==> config.mk <==
export PLATFORM = sky130hd
export DESIGN_NAME = div_seq
export DESIGN_NICKNAME = d
export VERILOG_FILES = /design/src/rtl/div_pkg.sv /design/src/rtl/div_step.sv /design/src/rtl/div_seq.sv
export SDC_FILE = /design/constraint.sdc
export NUM_CORES = 1
export LEC_CHECK = 0
export ABC_AREA = 1
export CAP_MARGIN = 20
export CORE_ASPECT_RATIO = 1.2
export CORE_MARGIN = 2
export CORE_UTILIZATION = 60
export DETAILED_ROUTE_END_ITERATION = 16
export PLACE_DENSITY = 0.8
export SLEW_MARGIN = 20
export SYNTH_ARGS = -nofsm -noshare
export SYNTH_HDL_FRONTEND = slang
export SYNTH_SLANG_ARGS = --single-unit
==> constraint.sdc <==
create_clock -name clock -period 8.23 [get_ports clock]
set_input_delay 2.0575 -clock clock [delete_from_list [all_inputs] [get_ports clock]]
set_output_delay 2.0575 -clock clock [all_outputs]
set_load 0.05 [all_outputs]
==> src/rtl/div_pkg.sv <==
// Shared definitions for the sequential divider: FSM encoding and the default
// datapath width used by the ALU and HI/LO path.
package div_pkg;

  localparam int unsigned DIV_WIDTH = 32;

  typedef enum logic [1:0] {
    IDLE = 2'd0,
    CALC = 2'd1,
    FIX  = 2'd2
  } div_state_e;

endpackage

==> src/rtl/div_step.sv <==
// One combinational non-restoring division step on the {A,Q} pair.
// The add/subtract choice follows the sign of A before the shift.
module div_step #(
  parameter int unsigned WIDTH = 32
) (
  input  logic [WIDTH:0]   a_i,
  input  logic [WIDTH-1:0] q_i,
  input  logic [WIDTH:0]   m_i,
  output logic [WIDTH:0]   a_o,
  output logic [WIDTH-1:0] q_o
);

  logic [WIDTH:0]   a_sh;
  logic [WIDTH-1:0] q_sh;

  always_comb begin
    a_sh = {a_i[WIDTH-1:0], q_i[WIDTH-1]};
    q_sh = {q_i[WIDTH-2:0], 1'b0};
    if (a_i[WIDTH]) begin
      a_o = a_sh + m_i;
    end else begin
      a_o = a_sh - m_i;
    end
    // Quotient bit is 1 whenever the new partial remainder is non-negative.
    q_o = {q_sh[WIDTH-1:1], ~a_o[WIDTH]};
  end

endmodule

==> src/rtl/div_seq.sv <==
// Multi-cycle non-restoring divider, one quotient bit per clock, with signed
// mode and divide-by-zero handling. Result is packed {remainder, quotient}.
module div_seq
  import div_pkg::*;
#(
  parameter  int unsigned WIDTH = DIV_WIDTH,
  localparam int unsigned CNT_W = $clog2(WIDTH + 1)
) (
  input  logic                 clock,
  input  logic                 clear,
  input  logic                 start,
  input  logic                 is_signed,
  input  logic [WIDTH-1:0]     dividend,
  input  logic [WIDTH-1:0]     divisor,
  output logic                 busy,
  output logic                 done,
  output logic                 div_by_zero,
  output logic [2*WIDTH-1:0]   QR
);

  localparam logic [CNT_W-1:0] CNT_INIT = CNT_W'(WIDTH);
  localparam logic [CNT_W-1:0] CNT_LAST = CNT_W'(1);

  div_state_e       state;
  logic [WIDTH:0]   a_q;
  logic [WIDTH:0]   m_q;
  logic [WIDTH-1:0] q_q;
  logic [CNT_W-1:0] cnt_q;
  logic             neg_quo_q;
  logic             neg_rem_q;
  logic             dbz_q;

  logic             dvd_neg;
  logic             dvs_neg;
  logic [WIDTH-1:0] dvd_mag;
  logic [WIDTH-1:0] dvs_mag;
  logic [WIDTH:0]   a_step;
  logic [WIDTH-1:0] q_step;
  logic [WIDTH:0]   a_fix;
  logic [WIDTH-1:0] rem_mag;
  logic [WIDTH-1:0] rem_res;
  logic [WIDTH-1:0] quo_res;

  // Operand magnitudes; unsigned mode passes the raw bits through.
  always_comb begin
    dvd_neg = is_signed & dividend[WIDTH-1];
    dvs_neg = is_signed & divisor[WIDTH-1];
    dvd_mag = dvd_neg ? (~dividend + 1'b1) : dividend;
    dvs_mag = dvs_neg ? (~divisor + 1'b1) : divisor;
  end

  div_step #(
    .WIDTH(WIDTH)
  ) u_step (
    .a_i(a_q),
    .q_i(q_q),
    .m_i(m_q),
    .a_o(a_step),
    .q_o(q_step)
  );

  // Final remainder restore and C-style sign correction.
  always_comb begin
    a_fix   = a_q[WIDTH] ? (a_q + m_q) : a_q;
    rem_mag = a_fix[WIDTH-1:0];
    rem_res = neg_rem_q ? (~rem_mag + 1'b1) : rem_mag;
    quo_res = neg_quo_q ? (~q_q + 1'b1) : q_q;
  end

  always_ff @(posedge clock or posedge clear) begin
    if (clear) begin
      state       <= IDLE;
      a_q         <= '0;
      m_q         <= '0;
      q_q         <= '0;
      cnt_q       <= '0;
      neg_quo_q   <= 1'b0;
      neg_rem_q   <= 1'b0;
      dbz_q       <= 1'b0;
      busy        <= 1'b0;
      done        <= 1'b0;
      div_by_zero <= 1'b0;
      QR          <= '0;
    end else begin
      done <= 1'b0;
      unique case (state)
        IDLE: begin
          if (start) begin
            busy      <= 1'b1;
            neg_quo_q <= dvd_neg ^ dvs_neg;
            neg_rem_q <= dvd_neg;
            a_q       <= '0;
            m_q       <= {1'b0, dvs_mag};
            cnt_q     <= CNT_INIT;
            if (divisor == '0) begin
              // Raw dividend parks in Q; it becomes the remainder in FIX.
              dbz_q <= 1'b1;
              q_q   <= dividend;
              state <= FIX;
            end else begin
              dbz_q <= 1'b0;
              q_q   <= dvd_mag;
              state <= CALC;
            end
          end
        end
        CALC: begin
          a_q   <= a_step;
          q_q   <= q_step;
          cnt_q <= cnt_q - 1'b1;
          if (cnt_q == CNT_LAST) begin
            state <= FIX;
          end
        end
        FIX: begin
          busy        <= 1'b0;
          done        <= 1'b1;
          div_by_zero <= dbz_q;
          if (dbz_q) begin
            QR <= {q_q, {WIDTH{1'b1}}};
          end else begin
            QR <= {rem_res, quo_res};
          end
          state <= IDLE;
        end
        default: state <= IDLE;
      endcase
    end
  end

endmodule

* Word-level counts from Yosys, hierarchy flattened
Index checks and enable logic that the tools add are counted.
** Storage, ports and cells
- Output and inout bits :: 67
- Bits of input ports :: 68
- Register bits :: 175
** Cells by class
- Bitwise operators :: 8
- $add $sub $neg :: 8
- Equality and inequality tests :: 5
- Reduce and logical (&&, ||, !) cells :: 8
- Multiplexer cells :: 22
** Operator list (count)
- 2-to-1 mux 32 bit :: 7
- adder 32 x 1 -> 32 bit (second input constant) :: 4
- NOT 32 bit :: 4
- 2-to-1 mux 33 bit :: 2
- one-hot mux 33 bit (2 select lines) :: 1
- 2-to-1 mux 64 bit :: 1
- one-hot mux 32 bit (2 select lines) :: 1
- adder 33 x 32 -> 33 bit :: 1
- subtractor 33 x 32 -> 33 bit :: 1
- adder 32 bit :: 1
- zero test 32 bit :: 1
- one-hot mux 6 bit (2 select lines) :: 1
- AND reduction 2 bit :: 4
- == test 6 x 1 -> 1 bit (second input constant) :: 1
- 2-to-1 mux 2 bit :: 3
- 2-to-1 mux 6 bit :: 1
- subtractor 6 x 1 -> 6 bit (second input constant) :: 1
- != test 2 bit (second input constant) :: 2
- one-hot mux 2 bit (2 select lines) :: 1
- nonzero test 2 bit :: 2
- 2-to-1 mux 1 bit :: 3
- bitwise AND 1 bit :: 2
- == test 2 x 1 -> 1 bit (second input constant) :: 1
- == test 2 bit (second input constant) :: 1
- 4 further kinds :: 4

* Longest topological paths before layout
Gate-level depths: netlist of run 1.
- Word-level depth :: 6
- Mapped depth :: 25
- Gate-level depth less buffers :: 24

* Cells and area by module
From an unflattened synthesis of run 1, not the netlist that was laid out.
** Second synthesis, totals
- Cells, all modules :: 2775
- Area total of the unflattened synthesis :: 16967.5 um2
** By module, submodules not included
- div_seq :: area an instance 13344.0 um2, times used 1, cells an instance 2043
- div_step :: area an instance 3623.5 um2, times used 1, cells an instance 732

* Worst setup path before layout of run 1
OpenSTA, ideal clock, no wires.
- Kind :: input to register
- From :: in divisor[1]
- To :: reg q_q[11]
- Stages :: 15
- Buffers on the path :: 2
- Arrival :: 3.740 ns
- Required time :: 8.100 ns
- Path slack :: 4.359 ns
- Cells stage by stage :: inv_1 -> ha_1 -> nand2_1 -> nor2_1 -> nand4_2 -> nor3_2 -> nand2_2 -> nor2_4 -> nand2_4 -> nand2_2 -> buf_6 -> buf_6 -> nor2_1 -> xnor2_1 -> o21ai_1
** On the way
- Longest elaborated chain between the ends :: 4
** RTL lines
- from (decl) :: line div_seq.sv:14 : input logic [WIDTH-1:0] divisor,
- zero test 32 bit :: line div_seq.sv:95 : if (divisor == '0) begin
- 2-to-1 mux 32 bit :: line div_seq.sv:95
- 2-to-1 mux 32 bit :: line div_seq.sv:88 : if (start) begin
- one-hot mux 32 bit (2 select lines) :: line div_seq.sv:86 : unique case (state)
- to (signal assigned) :: line div_seq.sv:98 : q_q <= dividend;
- to (signal assigned) :: line div_seq.sv:102 : q_q <= dvd_mag;
- to (signal assigned) :: line div_seq.sv:109 : q_q <= q_step;
- to (decl) :: line div_seq.sv:27 : logic [WIDTH-1:0] q_q;
No other way between the ends. The select of a mux whose other input is x is not followed.
A chain may end at the register's enable or synchronous reset.

* Worst setup path after layout of run 1
- From :: in start
- To :: reg q_q[28]
** On the way
- Longest elaborated chain between the ends :: 2
** RTL lines
- from (decl) :: line div_seq.sv:11 : input logic start,
- != test 2 bit (no line)
- AND reduction 2 bit (no line)
No other way between the ends.

==> results of run 1 <==
-- routing by layer --
metal	wire, um	global-route usage (%)
met1	19300	44.3
met5	0	0
met4	4190	26.2
met2	24700	63.0
met3	3460	5.08
-- cell families (layout without fill, tap and decap cells) --
logic type | after synthesis | after routing
simple gates | 1215 | 1215
compound gates | 410 | 410
flops | 175 | 175
mux | 2 | 2
fa+ha+maj | 72 | 72
xor+xnor | 109 | 109
buf+inv | 435 | 545
-- through the flow --
| stage | instance area, um^2 | std cells | hold slack (ns) | setup slack (ns) |
|---|---|---|---|---|
| global route | 17800 | 2858 | 0.512 | 3.25 |
| detailed placement | 17200 | 2826 | 0.465 | 3.06 |
| floorplan | 15700 | 2418 | 0.453 | 1.43 |
| global placement | 17200 | 2826 | 0.460 | 3.16 |
| CTS | 17800 | 2858 | 0.482 | 3.52 |
| finish | 17800 | 2858 | 0.480 | 3.47 |
-- cell type report --
type                            instances  area, um^2
Inverter                              367        1390
Multi-Input combinational cell       1808        9590
Timing Repair Buffer                  146        1430
Clock inverter                         15         185
Fill cell                            2239        7820
Sequential cell                       175        4380
Tap cell                              330         413
Clock buffer                           17         425
-- worst max-delay path, cell delays in order --
cell and delay [ns]:
clkdlybuf4s50_1 0.43, nand2_2 0.07, buf_4 0.57, inv_1 0.16
buf_4 0.28, nor2_4 0.10, buf_4 0.40, inv_1 0.60
o22ai_1 0.32, a31o_1 0.14
-- cells in the final DEF, fill, tap and decap left out, types with 9 or more instances in the layout --
cell type,instances
o221ai_1,21
inv_1,354
a31oi_1,22
dfrtp_1,174
nor2_2,21
nand3b_1,15
nand3_1,147
buf_4,12
a21oi_1,101
xor2_1,85
ha_1,70
xnor2_1,24
o21ai_1,21
o21ai_0,156
or2_2,9
o21ai_2,9
nand2_2,28
nor3_1,25
a22oi_1,23
clkbuf_16,17
nor2_1,235
o22ai_1,20
nand4_1,32
nand3_2,15
clkdlybuf4s50_1,134
nand2_1,658
-- worst paths after layout --
path | slack, ns | to | cells past startpoint
worst min-delay path | 0.48 | busy | 2
worst max register to register | 3.62 | q_q[0] | 24
worst min register to register | 0.48 | busy | 2
worst max-delay path | 3.47 | q_q[28] | 10
max in group asynchronous | 4.79 | a_q[32] | 3
min in group asynchronous | 2.05 | div_by_zero | 2
-- registers in the layout (all words and copies together) (netlist names) --
signal	flops
QR	64
a_q	33
busy	1
cnt_q	6
dbz_q	1
div_by_zero	1
done	1
m_q	32
neg_quo_q	1
neg_rem_q	1
q_q	32
state	2
-- power by group through the flow --
stage               clock (mW)  combinational (mW)  sequential, mW
floorplan                    0              0.0576           0.876
global placement             0               0.111           0.876
detailed placement           0               0.114           0.876
CTS                      0.860               0.115           0.860
global route             0.893               0.126           0.859
finish                   0.861               0.115           0.860
==> PnR_summary.wiki, run 1 <==
{| class="wikitable"
! Metric !! Value
|-
| Result of the run || finished, final reports clean
|-
| Number of global-route vias before repair || about 16000
|-
| Most frequent cell after synthesis || nand2_1
|-
| Cell count after synthesis || 2418
|-
| Post-synth top area share || between 20 and 30%
|-
| FMAX || between 0.2 and 0.25 GHz
|-
| FF+latch count, synth || roughly 180
|-
| Switching Power || about 0.45 mW
|-
| Routability congestion estimate || 0.999
|-
| Max Slew Vio Count || 0
|-
| Final-report hold violation count || 0
|-
| Post-synthesis xor/xnor area fraction || under 10%
|-
| Overflow left after global routing || 0
|-
| Final clock period utilization by the worst path || 57.9%
|-
| Number of endpoints failing setup at the final stage || 0
|-
| Drt total wl || 51600 um
|-
| Vias || between 15000 and 20000
|-
| Area fraction in compound gates after synthesis || 15.2%
|-
| Post-synthesis cell type with the largest combined area || dfrtp_1
|-
| Effective utilization at floorplan || 61.2%
|-
| Crit Reg-Reg Startpoint || m_q[1]
|-
| Antenna diode count || 0
|-
| Die X || roughly 150 um
|-
| Post-synthesis adder-cell area fraction || about 6%
|-
| Number of warnings reported in the yosys synthesis log || 0
|-
| Combinational share of power || between 6 and 7%
|-
| Number of remaining DRC errors || 0
|-
| Top-level I/O count || between 100 and 150
|-
| Clock tree from TritonCTS || built
|-
| Detail Route Antenna Nets || 0
|-
| Clock buffer count from CTS || 17
|-
| Leakage power || 9.00 nW
|-
| Clock power share || 46.9%
|-
| Power Internal || roughly 1.4 mW
|-
| Number of flops mapped to enable cells by yosys || 0
|-
| Syn Area/Cell || between 6 and 7 um^2
|-
| Cell variety after synth || 54
|-
| Reg power frac || a little under half
|-
| Crit path launch type || input port
|-
| Aggregate negative setup slack || 0 ns
|-
| Wire length of the first global-routing pass || 80400 um
|-
| Hold buffer count at cts || 0
|-
| Number of nets in the synthesized netlist || about 2600
|-
| Core box area || between 20000 and 30000 um^2
|-
| Worst IR Drop VDD || 0.120 mV
|-
| Commonest cells post-synth || 659 x nand2_1, 355 x inv_1, 239 x nor2_1
|-
| CP Launch Point || start
|-
| Net switching share of the total power || 24.3%
|-
| Final worst clock skew || about 0.0078 ns
|-
| Violation count after the first detailed-routing iteration || roughly 1600
|-
| Max-cap violations || 0
|-
| Wire length per cell after detailed routing || 18.1 um
|-
| Total number of clock tree sinks || roughly 180
|-
| Part of the Yosys area used for sequential elements || 27.9%
|-
| Worst setup path class || in -> reg
|-
| Die extent in y || roughly 180 um
|-
| Number of cells upsized or downsized after cts || 0
|-
| Utilization after layout || approximately 69%
|-
| Row cnt || 64
|-
| # port buffers || ~130
|-
| Class of the tightest hold or removal check || reg -> reg
|-
| Fraction of registers with async set/reset || 100%
|-
| First-pass detailed-route iteration total || 6
|-
| Primary flip-flop cell chosen by synthesis mapping || dfrtp_1
|-
| GRT Util Overall || between 30% and 40%
|-
| Library cell used as clock root buffer || clkbuf_16
|-
| Signal arrival time at the worst endpoint || 5.16 ns
|-
| Slew at the pin with the worst max-slew slack || 1.11 ns
|-
| Setup repair after global routing missed its margin || no
|-
| Clock insertion delay at the later pin of the skew report || between 0.4 and 0.5 ns
|-
| Rel. slew slack || about a quarter
|-
| Vias per cell || between 5 and 6
|-
| Post-synthesis simple-gate area fraction || around 34%
|-
| Clock buffer depth || 2
|-
| Peak fanout along the critical path || 81
|-
| WP data required || 8.62 ns
|-
| Synthesis-to-layout area growth || 13.6%
|-
| Post-synth design cell area || around 16000 um^2
|-
| Tmin final || 4.76 ns
|-
| Number of antenna violations at the first check in global routing || 0
|-
| Pin count of the biggest net entering global routing || 82
|-
| Fraction of layout cells with a size suffix above 1 || under 10%
|-
| Clock slew at the register clock pins of the worst setup and hold paths || roughly 0.070 ns
|-
| Synth area leaders || dfrtp_1 28%, nand2_1 16%, inv_1 8.5%
|-
| Total design power || 1.84 mW
|-
| Proportion of synthesized area in mux cells || less than 1%
|-
| Post-layout nets || approximately 2700
|-
| Power Dens Cells || around 100 nW/um^2
|-
| Combinational family with the most area after synthesis || simple AND/OR/NAND/NOR gates
|-
| CTS H-tree depth || 4
|-
| Post-CTS Setup Bufs || 0
|-
| Half-perimeter wire length after detailed placement || between 40000 and 50000 um
|-
| CP Capture Type || flop
|-
| Die Area || 27400 um^2
|-
| Startpoint of the lowest-slack hold path || busy
|}
Power figures use the tool's default switching activity.
==> run 2, diff against run 1 <==
Settings changed: CORE_UTILIZATION 60 to 54, PLACE_DENSITY 0.8 to 0.76.
Clock period 8.23 ns to 4.35 ns, I/O delays scaled along.
==> run 2 against run 1 <==
  * Register-to-register slack lost 3.2 ns
  * Via count shrank 1.4%
  * Largest power group is now registers
  * Core utilization fell by 6.9 points
  * Clock-buffer cell count rose by 1
  * Setup slack worse by 3.0 ns
  * Global-route usage down 2.5 points
==> PnR_summary.wiki, run 2 (synthesis results as in run 1) <==
{| class="wikitable"
! Metric !! Value
|-
| Number of global-route vias before repair || 15500 (-1.4%)
|-
| Leakage power || 9.03 nW (+0.33%)
|-
| Number of cells upsized or downsized after cts || 0 (unchanged)
|-
| Critical path, cell by cell || inv_1, ha_1, nand3_1, nor3_1, inv_1, nor2_1, inv_1, nor3_2, nand3_1, o21ai_0, xnor2_1, ha_1, nand2_1, inv_1, a21oi_1, o21ai_0, a221oi_1, nand2_1, nand3_1, nand2_1, o21ai_0, nand2_1
|-
| Peak fanout along the critical path || 6 (-93%)
|-
| Total cell area at the placement stage || 17400 um^2 (+0.99%)
|-
| Hold Path Sink || busy
|-
| Clock buffer count from CTS || 17 (unchanged)
|-
| Flip-flop count of the largest register after layout || 64 (unchanged)
|-
| Result of the run || finished, final reports clean
|-
| Die Area || 30400 um^2 (+11%)
|-
| Pin count of the biggest net entering global routing || 78 (-4.9%)
|-
| Largest registers || QR (64), a_q (33)
|-
| Worst IR Drop VDD || 0.178 mV (+49%)
|-
| Aggregate negative setup slack || 0 ns (unchanged)
|-
| Footprint of the multi-input gates || 9580 um^2 (about the same)
|-
| Final clock period utilization by the worst path || between 90% and 100%
|-
| Wire length of the first global-routing pass || 83400 um (+3.7%)
|-
| Rel. slew slack || 38.5% (+12 points)
|-
| GRT Util Overall || 35.2% (-2.5 points)
|-
| Synthesis-to-layout area growth || 14.5%
|-
| First-pass detailed-route iteration total || 9 (+3)
|-
| Number of endpoints failing setup at the final stage || 0 (unchanged)
|-
| Overflow left after global routing || 0 (unchanged)
|-
| Die X || 160 um (+5.3%)
|-
| Signal arrival time at the worst endpoint || 4.28 ns (-0.88 ns)
|-
| Row cnt || 68 (+6.3%)
|-
| Final worst clock skew || 0.0171 ns (+0.00929 ns)
|-
| Number of remaining DRC errors || 0 (unchanged)
|-
| Tmin final || just under 4 ns
|-
| Clock slew at the register clock pins of the worst setup and hold paths || 0.08 ns (about the same)
|-
| Worst Path Buf+Inv || 4 (-2)
|-
| CP Capture Type || flop
|-
| CTS H-tree depth || 4 (unchanged)
|-
| FF-to-FF setup slack || 0.42 ns (-3.20 ns)
|-
| Power Dens Cells || 192 nW/um^2 (+86%)
|-
| Detail Route Antenna Nets || 0 (unchanged)
|-
| Antenna diode count || 0 (unchanged)
|-
| Library cell used as clock root buffer || clkbuf_16
|-
| Crit Reg-Reg Startpoint || m_q[0]
|-
| CP top delay family || simple AND/OR/NAND/NOR gates
|-
| Final-report hold violation count || 0 (unchanged)
|-
| Clock buffer depth || 2 (unchanged)
|-
| Sequential cell area || 4380 um^2 (unchanged)
|-
| Die extent in y || 191 um (+5.3%)
|-
| Vias per cell || 5.64 (-3.7%)
|-
| Effective utilization at floorplan || 54.7% (-6.5 points)
|-
| Reg-to-reg critical path endpoint || a_q[30]
|-
| Hold Worst Slack || 0.484 ns (+0.00438 ns)
|-
| Total number of clock tree sinks || 175 (unchanged)
|-
| # port buffers || 134 (unchanged)
|-
| Post-CTS Setup Bufs || 0 (unchanged)
|-
| Max-cap violations || 0 (unchanged)
|-
| Max Slew Vio Count || 0 (unchanged)
|-
| Fraction of layout cells with a size suffix above 1 || 6.58% (+0.37 points)
|-
| Wire length per cell after detailed routing || 18.4 um (+2.1%)
|-
| Number of antenna violations at the first check in global routing || 0 (unchanged)
|-
| Core box area || 28700 um^2 (+12%)
|-
| FMAX || around 0.25 GHz
|-
| WP data required || 4.70 ns (-3.92 ns)
|-
| Most flop-heavy register || QR
|-
| Post-layout nets || 2666 (+0.41%)
|-
| Final-layout fill cell count || 2706 (+21%)
|-
| Post-route standard cell area excluding fillers || 18000 um^2 (+0.82%)
|-
| Setup repair after global routing missed its margin || no
|-
| Slew at the pin with the worst max-slew slack || 0.913 ns (-0.194 ns)
|-
| Half-perimeter wire length after detailed placement || 42900 um (+6.9%)
|-
| Top-level I/O count || 135 (unchanged)
|-
| Worst Reg-to-Reg Cells || 22 (-8.3%)
|-
| Most common cell after layout, fill and taps aside || nand2_1
|-
| Leading cell types in the layout, fill and taps excluded || 658 x nand2_1, 354 x inv_1, 235 x nor2_1
|-
| Drt total wl || 53900 um (+4.4%)
|-
| Crit path launch type || flop
|-
| Worst setup path class || reg -> reg
|-
| Violation count after the first detailed-routing iteration || 1393 (-12%)
|-
| Stage delay of the slowest cell on the critical path || 0.44 ns (-0.16 ns)
|-
| Slowest library cell on the worst path || dfrtp_1
|-
| Clock tree from TritonCTS || built
|-
| Routability congestion estimate || 0.988 (-1.1%)
|-
| Vias || 16500 (-1.4%)
|-
| Startpoint of the lowest-slack hold path || busy
|-
| Hold buffer count at cts || 0 (unchanged)
|-
| Class of the tightest hold or removal check || reg -> reg
|-
| Cells on Worst Hold Path || 2 (unchanged)
|-
| Clock insertion delay at the later pin of the skew report || 0.46 ns (about the same)
|}
-- run 2: worst max-delay path by stage --
stage / cells after the start / slack, ns / end / start
floorplan: 23 / 0.86 / a_q[22] / a_q[32]
global placement: 23 / 0.46 / a_q[30] / m_q[1]
detailed placement: 15 / 0.43 / q_q[17] / divisor[1]
CTS: 22 / 0.44 / a_q[30] / m_q[0]
global route: 23 / 0.03 / a_q[30] / m_q[1]
finish: 22 / 0.42 / a_q[30] / m_q[0]
-- run 2: tightest hold or removal path: cells and delay by family (launching register included) --
family           cells  cell delay (ns)
AND/OR/NAND/NOR      2             0.10
flip-flops           1             0.35
-- run 2: routing by layer --
metal	vias up	global-route usage (%)	routed length [um]
met5	-	0	0
met4	0	19.8	3090
met3	137	4.48	3320
met2	656	62.2	26700
met1	7649	41.5	20900
li1	8049	-	-
-- run 2: per-stage QoR --
| stage | total power, mW | utilization (%) | std cells | setup slack (ns) |
|---|---|---|---|---|
| after floorplan | 1.77 | - | 2418 | 0.860 |
| after global placement | 1.88 | 60.6 | 2892 | 0.457 |
| after detailed placement | 1.88 | 60.6 | 2892 | 0.428 |
| after CTS | 3.46 | 62.6 | 2924 | 0.438 |
| after global routing | 3.54 | 62.6 | 2924 | 0.0265 |
| final | 3.45 | 62.6 | 2924 | 0.420 |
-- run 2: area by class of cell --
class	instances	share of cell area (%)
Inverter	367	7.71
Clock buffer	18	2.39
Clock inverter	14	0.871
Tap cell	385	2.68
Multi-Input combinational cell	1808	53.4
Sequential cell	175	24.4
Timing Repair Buffer	157	8.57
-- run 2: report_power, final --
| part | internal (mW) | leakage, nW | switching, mW | total (mW) |
|---|---|---|---|---|
| Combinational | 0.0970 | 6.57 | 0.126 | 0.223 |
| Clock | 0.857 | 0.273 | 0.745 | 1.60 |
| Sequential | 1.63 | 2.19 | 0 | 1.63 |
| Total | 2.58 | 9.03 | 0.871 | 3.45 |
==> run 3, diff against run 2 <==
Settings changed: CELL_PAD_IN_SITES_DETAIL_PLACEMENT set to 0, CELL_PAD_IN_SITES_GLOBAL_PLACEMENT set to 2, CORE_UTILIZATION 54 to 30, PLACE_DENSITY 0.76 to 0.77.
==> run 3 against run 2 <==
  * Worst hold slack improved by 0.0024 ns
  * Combinational power is 3% higher
  * Wire length is 14% higher
  * Critical path depth is 1 higher
  * Clock skew decreased by 0.0014 ns
  * Final area increased by 2.8%
  * Critical endpoint is now a_q[23]
  * Critical path type unchanged
  * First-iteration DRC count fell by 29%
==> PnR_summary.wiki, run 3 (synthesis results as in run 1) <==
{| class="wikitable"
! Metric !! Value
|-
| Post-layout nets || 2677 (+0.41%)
|-
| Routability congestion estimate || 0.924 (-6.5%)
|-
| Synthesis-to-layout area growth || 17.7%
|-
| Library cell used as clock root buffer || clkbuf_16
|-
| Wire length of the first global-routing pass || 93400 um (+12%)
|-
| Vias per cell || 4.90 (-13%)
|-
| Half-perimeter wire length after detailed placement || 50500 um (+18%)
|-
| Setup repair after global routing missed its margin || yes
|-
| Fraction of layout cells with a size suffix above 1 || 7.45% (+0.87 points)
|-
| Slowest library cell on the worst path || dfrtp_1
|-
| Worst IR Drop VDD || 0.202 mV (+13%)
|-
| Crit path launch type || flop
|-
| Global-route track usage on met2 || 41.2% (-21 points)
|-
| Result of the run || finished, final reports clean
|-
| Pin count of the biggest net entering global routing || 97 (+24%)
|-
| Vias || 15900 (-3.5%)
|-
| Power Dens Cells || 184 nW/um^2 (-4.3%)
|-
| Clock slew at the register clock pins of the worst setup and hold paths || 0.07 ns (about the same)
|-
| CP Launch Point || m_q[1]
|-
| WP data required || 4.71 ns (about the same)
|-
| Clock buffer depth || 2 (unchanged)
|-
| Tmin final || 3.97 ns (+0.0358 ns)
|-
| Worst setup path class || reg -> reg
|-
| Number of remaining DRC errors || 0 (unchanged)
|-
| Final-report hold violation count || 0 (unchanged)
|-
| FMAX || 0.252 GHz (-0.90%)
|-
| Peak fanout along the critical path || 5 (-1)
|-
| Core box area || 51500 um^2 (+79%)
|-
| Number of endpoints failing setup at the final stage || 0 (unchanged)
|-
| Post-CTS Setup Bufs || 0 (unchanged)
|-
| Die extent in y || 254 um (+33%)
|-
| Stage delay of the slowest cell on the critical path || 0.44 ns (about the same)
|-
| Row cnt || 91 (+34%)
|-
| # port buffers || 134 (unchanged)
|-
| Violation count after the first detailed-routing iteration || 984 (-29%)
|-
| Total design power || 3.39 mW (-1.6%)
|-
| Drt total wl || 61700 um (+14%)
|-
| Class of the tightest hold or removal check || reg -> reg
|-
| Die X || 213 um (+33%)
|-
| Final-layout fill cell count || 5672 (+110%)
|-
| Effective utilization at floorplan || 30.5% (-24 points)
|-
| GRT busiest layer || met2
|-
| Antenna diode count || 0 (unchanged)
|-
| Wire length per cell after detailed routing || 19.0 um (+3.1%)
|-
| Reg-to-reg critical path endpoint || a_q[23]
|-
| Critical path destination || a_q[23]
|-
| Flip-flop count of the largest register after layout || 64 (unchanged)
|-
| Rel. slew slack || 41.5% (+3.0 points)
|-
| Most common cell after layout, fill and taps aside || nand2_1
|-
| Number of antenna violations at the first check in global routing || 1 (+1)
|-
| Clock tree from TritonCTS || built
|-
| Number of global-route vias before repair || 15600 (+0.63%)
|-
| Worst Reg-to-Reg Cells || 23 (+4.5%)
|-
| Slew at the pin with the worst max-slew slack || 0.876 ns (-0.0369 ns)
|-
| Most frequent CP cell || nand2_1
|-
| GRT Util Overall || 23.1% (-12 points)
|-
| Max Slew Vio Count || 0 (unchanged)
|-
| CTS H-tree depth || 4 (unchanged)
|-
| Hold buffer count at cts || 0 (unchanged)
|-
| Leading cell types in the layout, fill and taps excluded || 658 x nand2_1, 354 x inv_1, 231 x nor2_1
|-
| Final worst clock skew || 0.0156 ns (-0.00143 ns)
|-
| Top-level I/O count || 135 (unchanged)
|-
| First-pass detailed-route iteration total || 5 (-4)
|-
| CP Capture Type || flop
|-
| Critical path, cell by cell || inv_1, ha_1, nand3_1, nor3_1, inv_1, nor2_1, inv_1, nor3_4, nand2_1, nand2_1, xnor2_1, ha_1, a21oi_1, o21ai_2, a21oi_1, o21ai_2, buf_4, nand2_1, nand2_1, nand2_1, nand2_1, o21ai_0, o21ai_0
|-
| Met3 Track Usage GR || 3.29% (-1.2 points)
|-
| Signal arrival time at the worst endpoint || 4.33 ns (+0.05 ns)
|-
| Max-cap violations || 0 (unchanged)
|-
| Most flop-heavy register || QR
|-
| Clock insertion delay at the later pin of the skew report || 0.51 ns (+0.05 ns)
|-
| Total number of clock tree sinks || 175 (unchanged)
|-
| Crit Reg-Reg Startpoint || m_q[1]
|-
| Leakage power || 9.09 nW (+0.62%)
|-
| Die Area || 54100 um^2 (+78%)
|-
| M1 GR Usage || 28.0% (-14 points)
|-
| Clock buffer count from CTS || 17 (unchanged)
|-
| Utilization after layout || 35.8% (-27 points)
|-
| Overflow left after global routing || 0 (unchanged)
|-
| Largest registers || QR (64), a_q (33)
|-
| FF-to-FF setup slack || 0.38 ns (-0.04 ns)
|-
| Detail Route Antenna Nets || 0 (unchanged)
|-
| Final clock period utilization by the worst path || 91.2% (+0.82 points)
|}
==> run 3: final cells by class <==
class                           count  area, um^2  share of cell area [%]
Multi-Input combinational cell   1808        9640                    52.2
Sequential cell                   175        4380                    23.7
Timing Repair Buffer              168        1620                    8.79
Inverter                          367        1380                    7.50
Tap cell                          697         872                    4.73
Clock buffer                       18         429                    2.33
Clock inverter                     14         121                   0.658
==> run 3: how the worst min path moves through the flow <==
stage	from	endpoint	slack, ns	cells past startpoint
2_1_floorplan	cnt_q[5]	cnt_q[5]	0.45	1
6_report	busy	busy	0.49	2
3_5_place_dp	busy	busy	0.47	2
5_1_grt	QR[29]	QR[29]	0.53	2
4_1_cts	busy	busy	0.49	2
3_3_place_gp	cnt_q[5]	cnt_q[5]	0.47	1
==> run 3: layer usage <==
layer  up-vias  share of wire, %
met4         0               3.8
met1      7492                43
met5         -                 0
met2       281                50
met3        75               2.9
li1       8062                 -
==> run 3: repair_timing <==
| item | 4_1_cts | 5_1_grt |
|---|---|---|
| gates resized for setup | 0 | 16 |
| setup endpoints to repair | 0 | 10 |
| hold endpoints to repair | 0 | 0 |
==> run 3: power by group <==
part | leakage [nW] | internal [mW] | switching [mW]
sequential | 2.19 | 1.63 | 0
clock | 0.272 | 0.750 | 0.789
combinational | 6.62 | 0.0975 | 0.132
total | 9.09 | 2.47 | 0.921
==> run 3: stage by stage <==
stage | setup WS, ns | hold slack [ns] | TNS [ns] | cell area [um^2] | instances
finish | 0.384 | 0.486 | 0 | 18400 | 3247
global route | -0.0244 | 0.527 | -0.0681 | 18400 | 3247
CTS | 0.221 | 0.488 | 0 | 18400 | 3247
detailed placement | 0.245 | 0.466 | 0 | 17800 | 3215
global placement | 0.166 | 0.470 | 0 | 17800 | 3215
floorplan | 0.860 | 0.453 | 0 | 15700 | 2418
==> run 3: worst max-delay path: cells and delay by family (launching register included) <==
family	cells	cell delay (ns)
adder cells (fa/ha/maj)	2	0.52
AND/OR/NAND/NOR	10	1.02
flip-flops	1	0.44
AO/OA/AOI/OAI	6	1.19
buffers and inverters	4	0.45
XOR/XNOR	1	0.20
